--- src/rtl/id_ex_stage.sv ---
// rtl/id_ex_stage.sv - ID/EX pipeline register with load-use hazard detection and operand forwarding
module id_ex_stage #(
    parameter int XLEN = 64,
    parameter int RA_W = 5
) (
    input  logic            clk,
    input  logic            reset,
    input  logic            stall,
    input  logic            flush,
    input  logic            id_valid,
    input  logic [XLEN-1:0] id_pc,
    input  logic [XLEN-1:0] id_rs1_data,
    input  logic [XLEN-1:0] id_rs2_data,
    input  logic [XLEN-1:0] id_imm,
    input  logic [RA_W-1:0] id_rs1,
    input  logic [RA_W-1:0] id_rs2,
    input  logic [RA_W-1:0] id_rd,
    input  logic [3:0]      id_alu_op,
    input  logic            id_alu_src,
    input  logic            id_reg_write,
    input  logic            id_mem_read,
    input  logic            id_mem_write,
    input  logic            id_branch,
    input  logic            exmem_reg_write,
    input  logic [RA_W-1:0] exmem_rd,
    input  logic [XLEN-1:0] exmem_result,
    input  logic            memwb_reg_write,
    input  logic [RA_W-1:0] memwb_rd,
    input  logic [XLEN-1:0] memwb_result,
    output logic            hazard_stall,
    output logic            ex_valid,
    output logic [XLEN-1:0] ex_a,
    output logic [XLEN-1:0] ex_b,
    output logic [3:0]      ex_opcode,
    output logic [XLEN-1:0] ex_store_data,
    output logic [XLEN-1:0] ex_pc,
    output logic [RA_W-1:0] ex_rd,
    output logic            ex_reg_write,
    output logic            ex_mem_read,
    output logic            ex_mem_write,
    output logic            ex_branch
);

    logic            r_valid;
    logic [XLEN-1:0] r_pc;
    logic [XLEN-1:0] r_rs1_data;
    logic [XLEN-1:0] r_rs2_data;
    logic [XLEN-1:0] r_imm;
    logic [RA_W-1:0] r_rs1;
    logic [RA_W-1:0] r_rs2;
    logic [RA_W-1:0] r_rd;
    logic [3:0]      r_alu_op;
    logic            r_alu_src;
    logic            r_reg_write;
    logic            r_mem_read;
    logic            r_mem_write;
    logic            r_branch;

    logic            w_hazard;
    logic [XLEN-1:0] w_cap_rs1;
    logic [XLEN-1:0] w_cap_rs2;
    logic [XLEN-1:0] w_fwd_rs1;
    logic [XLEN-1:0] w_fwd_rs2;

    // Load-use hazard: the load in EX produces data the decode slot needs next cycle.
    // Suppressed under external stall because no bubble would be inserted then.
    assign w_hazard = ~stall & r_valid & r_mem_read & (r_rd != '0) & id_valid &
                      ((r_rd == id_rs1) | (r_rd == id_rs2));

    // Register-file write-through at capture time so a same-cycle MEM/WB write is not missed
    always_comb begin
        w_cap_rs1 = id_rs1_data;
        w_cap_rs2 = id_rs2_data;
        if (memwb_reg_write && (memwb_rd != '0) && (memwb_rd == id_rs1)) w_cap_rs1 = memwb_result;
        if (memwb_reg_write && (memwb_rd != '0) && (memwb_rd == id_rs2)) w_cap_rs2 = memwb_result;
    end

    // Stage register: reset, then flush, then stall hold, then hazard bubble, then load
    always_ff @(posedge clk) begin
        if (reset || flush || (!stall && w_hazard)) begin
            r_valid     <= 1'b0;
            r_pc        <= '0;
            r_rs1_data  <= '0;
            r_rs2_data  <= '0;
            r_imm       <= '0;
            r_rs1       <= '0;
            r_rs2       <= '0;
            r_rd        <= '0;
            r_alu_op    <= 4'b0000;
            r_alu_src   <= 1'b0;
            r_reg_write <= 1'b0;
            r_mem_read  <= 1'b0;
            r_mem_write <= 1'b0;
            r_branch    <= 1'b0;
        end else if (!stall) begin
            r_valid     <= id_valid;
            r_pc        <= id_pc;
            r_rs1_data  <= w_cap_rs1;
            r_rs2_data  <= w_cap_rs2;
            r_imm       <= id_imm;
            r_rs1       <= id_rs1;
            r_rs2       <= id_rs2;
            r_rd        <= id_rd;
            r_alu_op    <= id_alu_op;
            r_alu_src   <= id_alu_src;
            r_reg_write <= id_reg_write;
            r_mem_read  <= id_mem_read;
            r_mem_write <= id_mem_write;
            r_branch    <= id_branch;
        end
    end

    // Execute-side forwarding: EX/MEM is younger so it beats MEM/WB; x0 is never forwarded
    always_comb begin
        w_fwd_rs1 = r_rs1_data;
        w_fwd_rs2 = r_rs2_data;
        if (exmem_reg_write && (exmem_rd != '0) && (exmem_rd == r_rs1))
            w_fwd_rs1 = exmem_result;
        else if (memwb_reg_write && (memwb_rd != '0) && (memwb_rd == r_rs1))
            w_fwd_rs1 = memwb_result;
        if (exmem_reg_write && (exmem_rd != '0) && (exmem_rd == r_rs2))
            w_fwd_rs2 = exmem_result;
        else if (memwb_reg_write && (memwb_rd != '0) && (memwb_rd == r_rs2))
            w_fwd_rs2 = memwb_result;
    end

    assign hazard_stall  = w_hazard;
    assign ex_valid      = r_valid;
    assign ex_a          = w_fwd_rs1;
    assign ex_b          = r_alu_src ? r_imm : w_fwd_rs2;
    assign ex_store_data = w_fwd_rs2;
    assign ex_opcode     = r_alu_op;
    assign ex_pc         = r_pc;
    assign ex_rd         = r_rd;
    assign ex_reg_write  = r_reg_write;
    assign ex_mem_read   = r_mem_read;
    assign ex_mem_write  = r_mem_write;
    assign ex_branch     = r_branch;

endmodule

--- config.mk ---
export PLATFORM = sky130hd
export DESIGN_NAME = id_ex_stage
export DESIGN_NICKNAME = d
export VERILOG_FILES = /design/src/rtl/id_ex_stage.sv
export SDC_FILE = /design/constraint.sdc
export NUM_CORES = 1
export LEC_CHECK = 0
export BUFFER_PORTS_ARGS = -buffer_cell sky130_fd_sc_hd__buf_2
export CAP_MARGIN = 20
export CORE_AREA = 2 2 269 271
export CTS_CLUSTER_SIZE = 24
export DETAILED_ROUTE_END_ITERATION = 8
export DIE_AREA = 0 0 271 273
export PLACE_DENSITY = 0.44
export SYNTH_ARGS = -nofsm -noshare
export SYNTH_HDL_FRONTEND = slang
export SYNTH_SLANG_ARGS = --single-unit
export TNS_END_PERCENT = 10
--- constraint.sdc ---
create_clock -name clk -period 2.9 [get_ports clk]
set_input_delay 0.29 -clock clk [delete_from_list [all_inputs] [get_ports clk]]
set_output_delay 0.29 -clock clk [all_outputs]
set_load 0.03 [all_outputs]
=== Word level (Yosys, flattened, before mapping) ===
Index checks and enable logic that the tools add are counted.

* Register bits after elaboration: 281
* Latch bits: 0
* Memory bits (writable): 0
* Bits in read-only memories: 0
* Output and inout port bits: 271
* Memories: 0

* Add/sub/neg operators: 0
* Multipliers: 0
* Div/mod/pow operators: 0
* $lt $le $gt $ge: 0
* Equal/unequal tests: 8
* Shift-type cells: 0
* Multiplexer cells: 7
* Bitwise operators: 7
* Reduce and logical (&&, ||, !) cells: 15

{| class="wikitable"
|+ Operators with widths
! kind !! number
|-
| 64-bit two-way mux || 7
|-
| 5-bit == test || 8
|-
| 5-bit nonzero test || 3
|-
| 1-bit logical AND || 9
|-
| 1-bit AND || 5
|-
| 1-bit logical OR || 2
|-
| 1-bit zero test || 1
|-
| 1-bit NOT || 1
|-
| 1-bit OR || 1
|}

=== Logic depth before layout (Yosys ltp) ===
* Depth after elaboration: 8
* Gate-level depth with buffers: 8
* Mapped depth without buffers: 5

=== Worst setup path before layout ===
OpenSTA, ideal clock, no wires.

* Path kind: input to output
* Start: in memwb_rd[4]
* End: out ex_b[10]
* Data arrival time: 2.555 ns
* Required time: 2.610 ns
* Setup slack: 0.055 ns
* Cell stages on the path: 8
* Buffers on the path: 3
* Cell sequence: buf_2 -> or4_4 -> o21ai_4 -> nor4_2 -> buf_6 -> buf_12 -> mux2i_1 -> a221oi_1

* Longest elaborated chain between the ends: 6
* Elaborated cells on any way between the ends: 7
* Classes of those cells: eq/ne (1); mux (3); reduce/logical (3)

{| class="wikitable"
|+ Ends and longest elaborated chain
! element !! RTL line !! text
|-
| start: declaration || 28 || <nowiki>input logic [RA_W-1:0] memwb_rd,</nowiki>
|-
| 5-bit nonzero test || 123 || <nowiki>else if (memwb_reg_write && (memwb_rd != '0) && (memwb_rd == r_rs2))</nowiki>
|-
| 1-bit logical AND || 123 ||
|-
| 1-bit logical AND (*) || 123 ||
|-
| 64-bit two-way mux (*) || 123 ||
|-
| 64-bit two-way mux (*) || 121 || <nowiki>if (exmem_reg_write && (exmem_rd != '0) && (exmem_rd == r_rs2))</nowiki>
|-
| 64-bit two-way mux (*) || 130 || <nowiki>assign ex_b = r_alu_src ? r_imm : w_fwd_rs2;</nowiki>
|-
| end: declaration || 33 || <nowiki>output logic [XLEN-1:0] ex_b,</nowiki>
|}

Every way passes the cells marked *; elsewhere a longest branch is shown, timed or not.

=== Final worst setup path ===
* Start: reg r_rs2[4]
* End: out ex_store_data[25]

* Longest elaborated chain between the ends: 4
* Elaborated cells on any way between the ends: 6
* Classes of those cells: eq/ne (2); mux (2); reduce/logical (2)

{| class="wikitable"
|+ Ends and longest elaborated chain
! element !! RTL line !! text
|-
| start: declaration || 50 || <nowiki>logic [RA_W-1:0] r_rs2;</nowiki>
|-
| start signal: assignment || 102 || <nowiki>r_rs2 <= id_rs2;</nowiki>
|-
| 5-bit == test || 123 ||
|-
| 1-bit logical AND || 123 ||
|-
| 64-bit two-way mux || 123 ||
|-
| 64-bit two-way mux (*) || 121 ||
|-
| end: declaration || 35 || <nowiki>output logic [XLEN-1:0] ex_store_data,</nowiki>
|}

Marks and branches as above.

==> results.py <==
metrics = {
    "run_status": {
        "status": "complete, but fails checks",
        "violations": "setup timing",
    },
    "critical_path": {
        "crit_fanout": 8,
        "r2r_slack_ns": 0.73,
        "ff2ff_path_depth": 7,
        "cpPeakStageDelay_ns": 0.36,
        "regToRegEndpoint": "r_imm[35]$_SDFFE_PP0N_",
        "worstPathArrival_ns": 2.62,
        "end_kind": "output pin",
        "worstPathCellList": "xnor2_2, nand3_2, nor4_4, buf_12, buf_12, buf_16, mux2i_2, a21oi_1, buf_2",
        "cpMostUsedCell": "buf_12",
        "crit_slowest_cell": "dfxtp_4",
        "rr_startpoint": "ex_rd[4]$_SDFFE_PP0N_",
        "critPathKind": "flop to output pin",
        "cp-start-kind": "flop",
        "required_ns": 2.61,
    },
    "pwr": {
        "sequentialPowerShare_pct": 37.4,
        "swShare_pct": 30.0,
        "vdd_drop_max_mv": 0.404,
        "p_int_uw": 7630,
        "pwr-share-clk_pct": 41.8,
        "leakage_uw": 0.0101,
        "comb_power_share_pct": 20.7,
        "p_sw_uw": 3270,
        "power_density_nw_per_um2": 448,
    },
    "finish": {
        "layout-drive-gt1-share_pct": 32.3,
        "post-route-util_pct": 34.2,
        "syn2layout_area_growth_pct": 52.0,
        "layout_common_cells": "buf_2 (649), nand2_1 (324), dfxtp_1 (275)",
        "layout_commonest_cell": "buf_2",
        "final_nets": 3218,
    },
    "min_path": {
        "whs_path_depth": 3,
        "hp-start": "id_rs2_data[54]",
        "hold_end": "r_rs2_data[54]$_SDFFE_PP0N_",
        "hold_class": "input pin to flop",
    },
    "timing": {
        "setup_violations": 4,
        "hold_viol_final": 0,
        "fin_crit_ns": 2.91,
        "setup_tns_ns": -0.0388,
        "setup_slack_ns": -0.0144,
        "holdWs_ns": 0.0370,
        "rsz0062_at_grt": "yes",
        "worst_slew_pin_slew_ns": 0.881,
        "finClkSkew_ns": 0.0174,
        "max_freq_mhz": 343,
        "report.final.slew_viol_count": 0,
        "slew_headroom_pct": 41.3,
        "final.period_utilization_pct": 100,
    },
    "place": {
        "port_buffers": 695,
        "place_hpwl_um": 53300,
        "place.gp.congestion": 0.983,
    },
    "floorplan": {
        "core_um2": 71000,
        "start_util_pct": 22.5,
        "num_io_pins": 696,
        "die_w_um": 271,
        "placementRows": 98,
        "die_y_um": 273,
        "dieArea_um2": 74000,
    },
    "yosys": {
        "syn_area_um2": 16000,
        "synth.net_count": 2420,
        "syn_avg_cell_area_um2": 8.02,
        "ys_seq_area_share_pct": 35.2,
        "ys_types": 34,
        "yosysWarnings": 0,
        "ys_ff_latch": 281,
        "syn_inst": 1995,
    },
    "clock_tree": {
        "clockBufferDepth": 3,
        "cts-root-buf": "clkbuf_16",
        "cts_buffers": 37,
        "cts.sinks": 281,
        "cts_tree": "yes",
        "htreeDepth": 2,
        "clk_latency_ns": 0.55,
        "clkTransAtPathRegs_ns": 0.06,
    },
    "grt": {
        "globalRouteTotalUtil_pct": 18.8,
        "antenna_found_initial": 33,
        "gr-usage-met3_pct": 5.30,
        "top_usage_layer": "met2",
        "gr-usage-met2_pct": 32.7,
        "first_global_vias": 17900,
        "grt_pass1_wl_um": 108000,
        "overflow": 0,
        "grt_max_degree": 167,
        "met1_usage_pct": 21.7,
    },
    "route": {
        "dr.pass1.iters": 6,
        "viasPerCell": 4.67,
        "drc": 0,
        "drt_iter0_drc": 942,
        "drt-total-wl_um": 73400,
        "postRouteAntennaNets": 0,
        "vias": 17700,
        "wl_per_cell_um": 19.4,
    },
    "job": {
        "maxCapViolations": 0,
    },
}
==> stage by stage <==
step	std cells	setup WS, ns	cell area, µm²	total power, µW
after global routing	3785	-0.138	24300	11400
after global placement	3511	0.0652	20400	6110
after detailed placement	3511	0.0528	20400	6120
after floorplan	1995	0.0555	16000	5300
after CTS	3767	-0.0921	23900	11000
final	3787	-0.0144	24300	10900
==> routing by layer <==
metal  routed length [µm]  up-vias  part of all wire (%)
met5                   65        -                 0.089
met4                 2110       10                   2.9
met3                 5550      118                   7.6
met2                36300      678                    49
met1                29300     8330                    40
li1                     -     8539                     -
==> worst max-delay path by stage <==
stage,slack (ns),startpoint,to
2_1_floorplan,0.06,memwb_rd[4],ex_b[10]
6_report,-0.01,r_rs2[4]$_SDFFE_PP0N_,ex_store_data[25]
3_5_place_dp,0.05,memwb_rd[0],ex_store_data[5]
3_3_place_gp,0.07,memwb_rd[1],ex_a[62]
5_1_grt,-0.14,r_rs1[0]$_SDFFE_PP0N_,ex_a[54]
4_1_cts,-0.09,r_rs2[0]$_SDFFE_PP0N_,ex_b[8]
==> state kept, by name, indices dropped and copies added (netlist names) <==
signal,cells
ex_branch,1
ex_mem_read,1
ex_mem_write,1
ex_opcode,4
ex_pc,64
ex_rd,5
ex_reg_write,1
ex_valid,1
r_alu_src,1
r_imm,64
r_rs1,5
r_rs1_data,64
r_rs2,5
r_rs2_data,64
==> cells in the mapped netlist (all sizes together) <==
cell / n / area (µm²)
a21oi: 64 / 320
a221oi: 64 / 561
a22oi: 1 / 7.51
a31oi: 129 / 813
and4: 1 / 8.76
buf: 67 / 593
clkbuf: 116 / 435
dfxtp: 281 / 5630
inv: 64 / 240
mux2i: 281 / 2810
nand2: 324 / 1220
nand3: 3 / 15.0
nand3b: 128 / 961
nand4b: 1 / 8.76
nor2: 222 / 833
nor2b: 64 / 400
nor3: 69 / 345
nor4: 4 / 61.3
o21a: 1 / 7.51
o21ai: 65 / 337
o31ai: 1 / 7.51
or4: 5 / 41.3
xnor2: 16 / 140
xor2: 24 / 210
==> critical path, delay by kind of cell (launching register included) <==
family	cells	cell delay (ns)
AOI/OAI and AO/OA	1	0.14
xor gates and xnor gates	1	0.14
buffers and inverters	4	0.68
DFF	1	0.36
muxes	1	0.30
and+or+nand+nor	2	0.44
==> area by class of cell <==
type / count / area, µm²
clock buffer: 51 / 1030
fill: 7534 / 46700
antenna: 19 / 47.5
clock inverter: 13 / 144
inverter: 64 / 240
tap: 950 / 1190
multi-input combinational: 1467 / 9670
timing repair buffer: 942 / 6360
sequential: 281 / 5640
==> cells by family (layout without fill, tap and decap cells) <==
group,Yosys count,count (layout),share of synthesized area (%)
multiplexers,281,281,17.6
XOR/XNOR,40,40,2.19
AO/OA/AOI/OAI,325,325,12.8
flip-flops,281,281,35.2
AND/OR/NAND/NOR,821,821,24.3
buffers and inverters,247,1070,7.93
other,0,19,0
==> power groups by stage <==
stage          Clock (µW)  Sequential (µW)  Combinational (µW)
2_1_floorplan           0             4200                1100
3_3_place_gp            0             4150                1950
3_5_place_dp            0             4150                1970
4_1_cts              4720             4070                2230
5_1_grt              4860             4090                2420
6_report             4560             4080                2260
==> what timing repair did <==
item	CTS	global route
gates resized for setup	91	73
endpoints found under the setup margin	174	179
buffers inserted	7	2
hold endpoints to repair	181	0
hold buffers	181	0
pin swaps	3	7
cloned	4	0
Power figures use the tool's default switching activity.
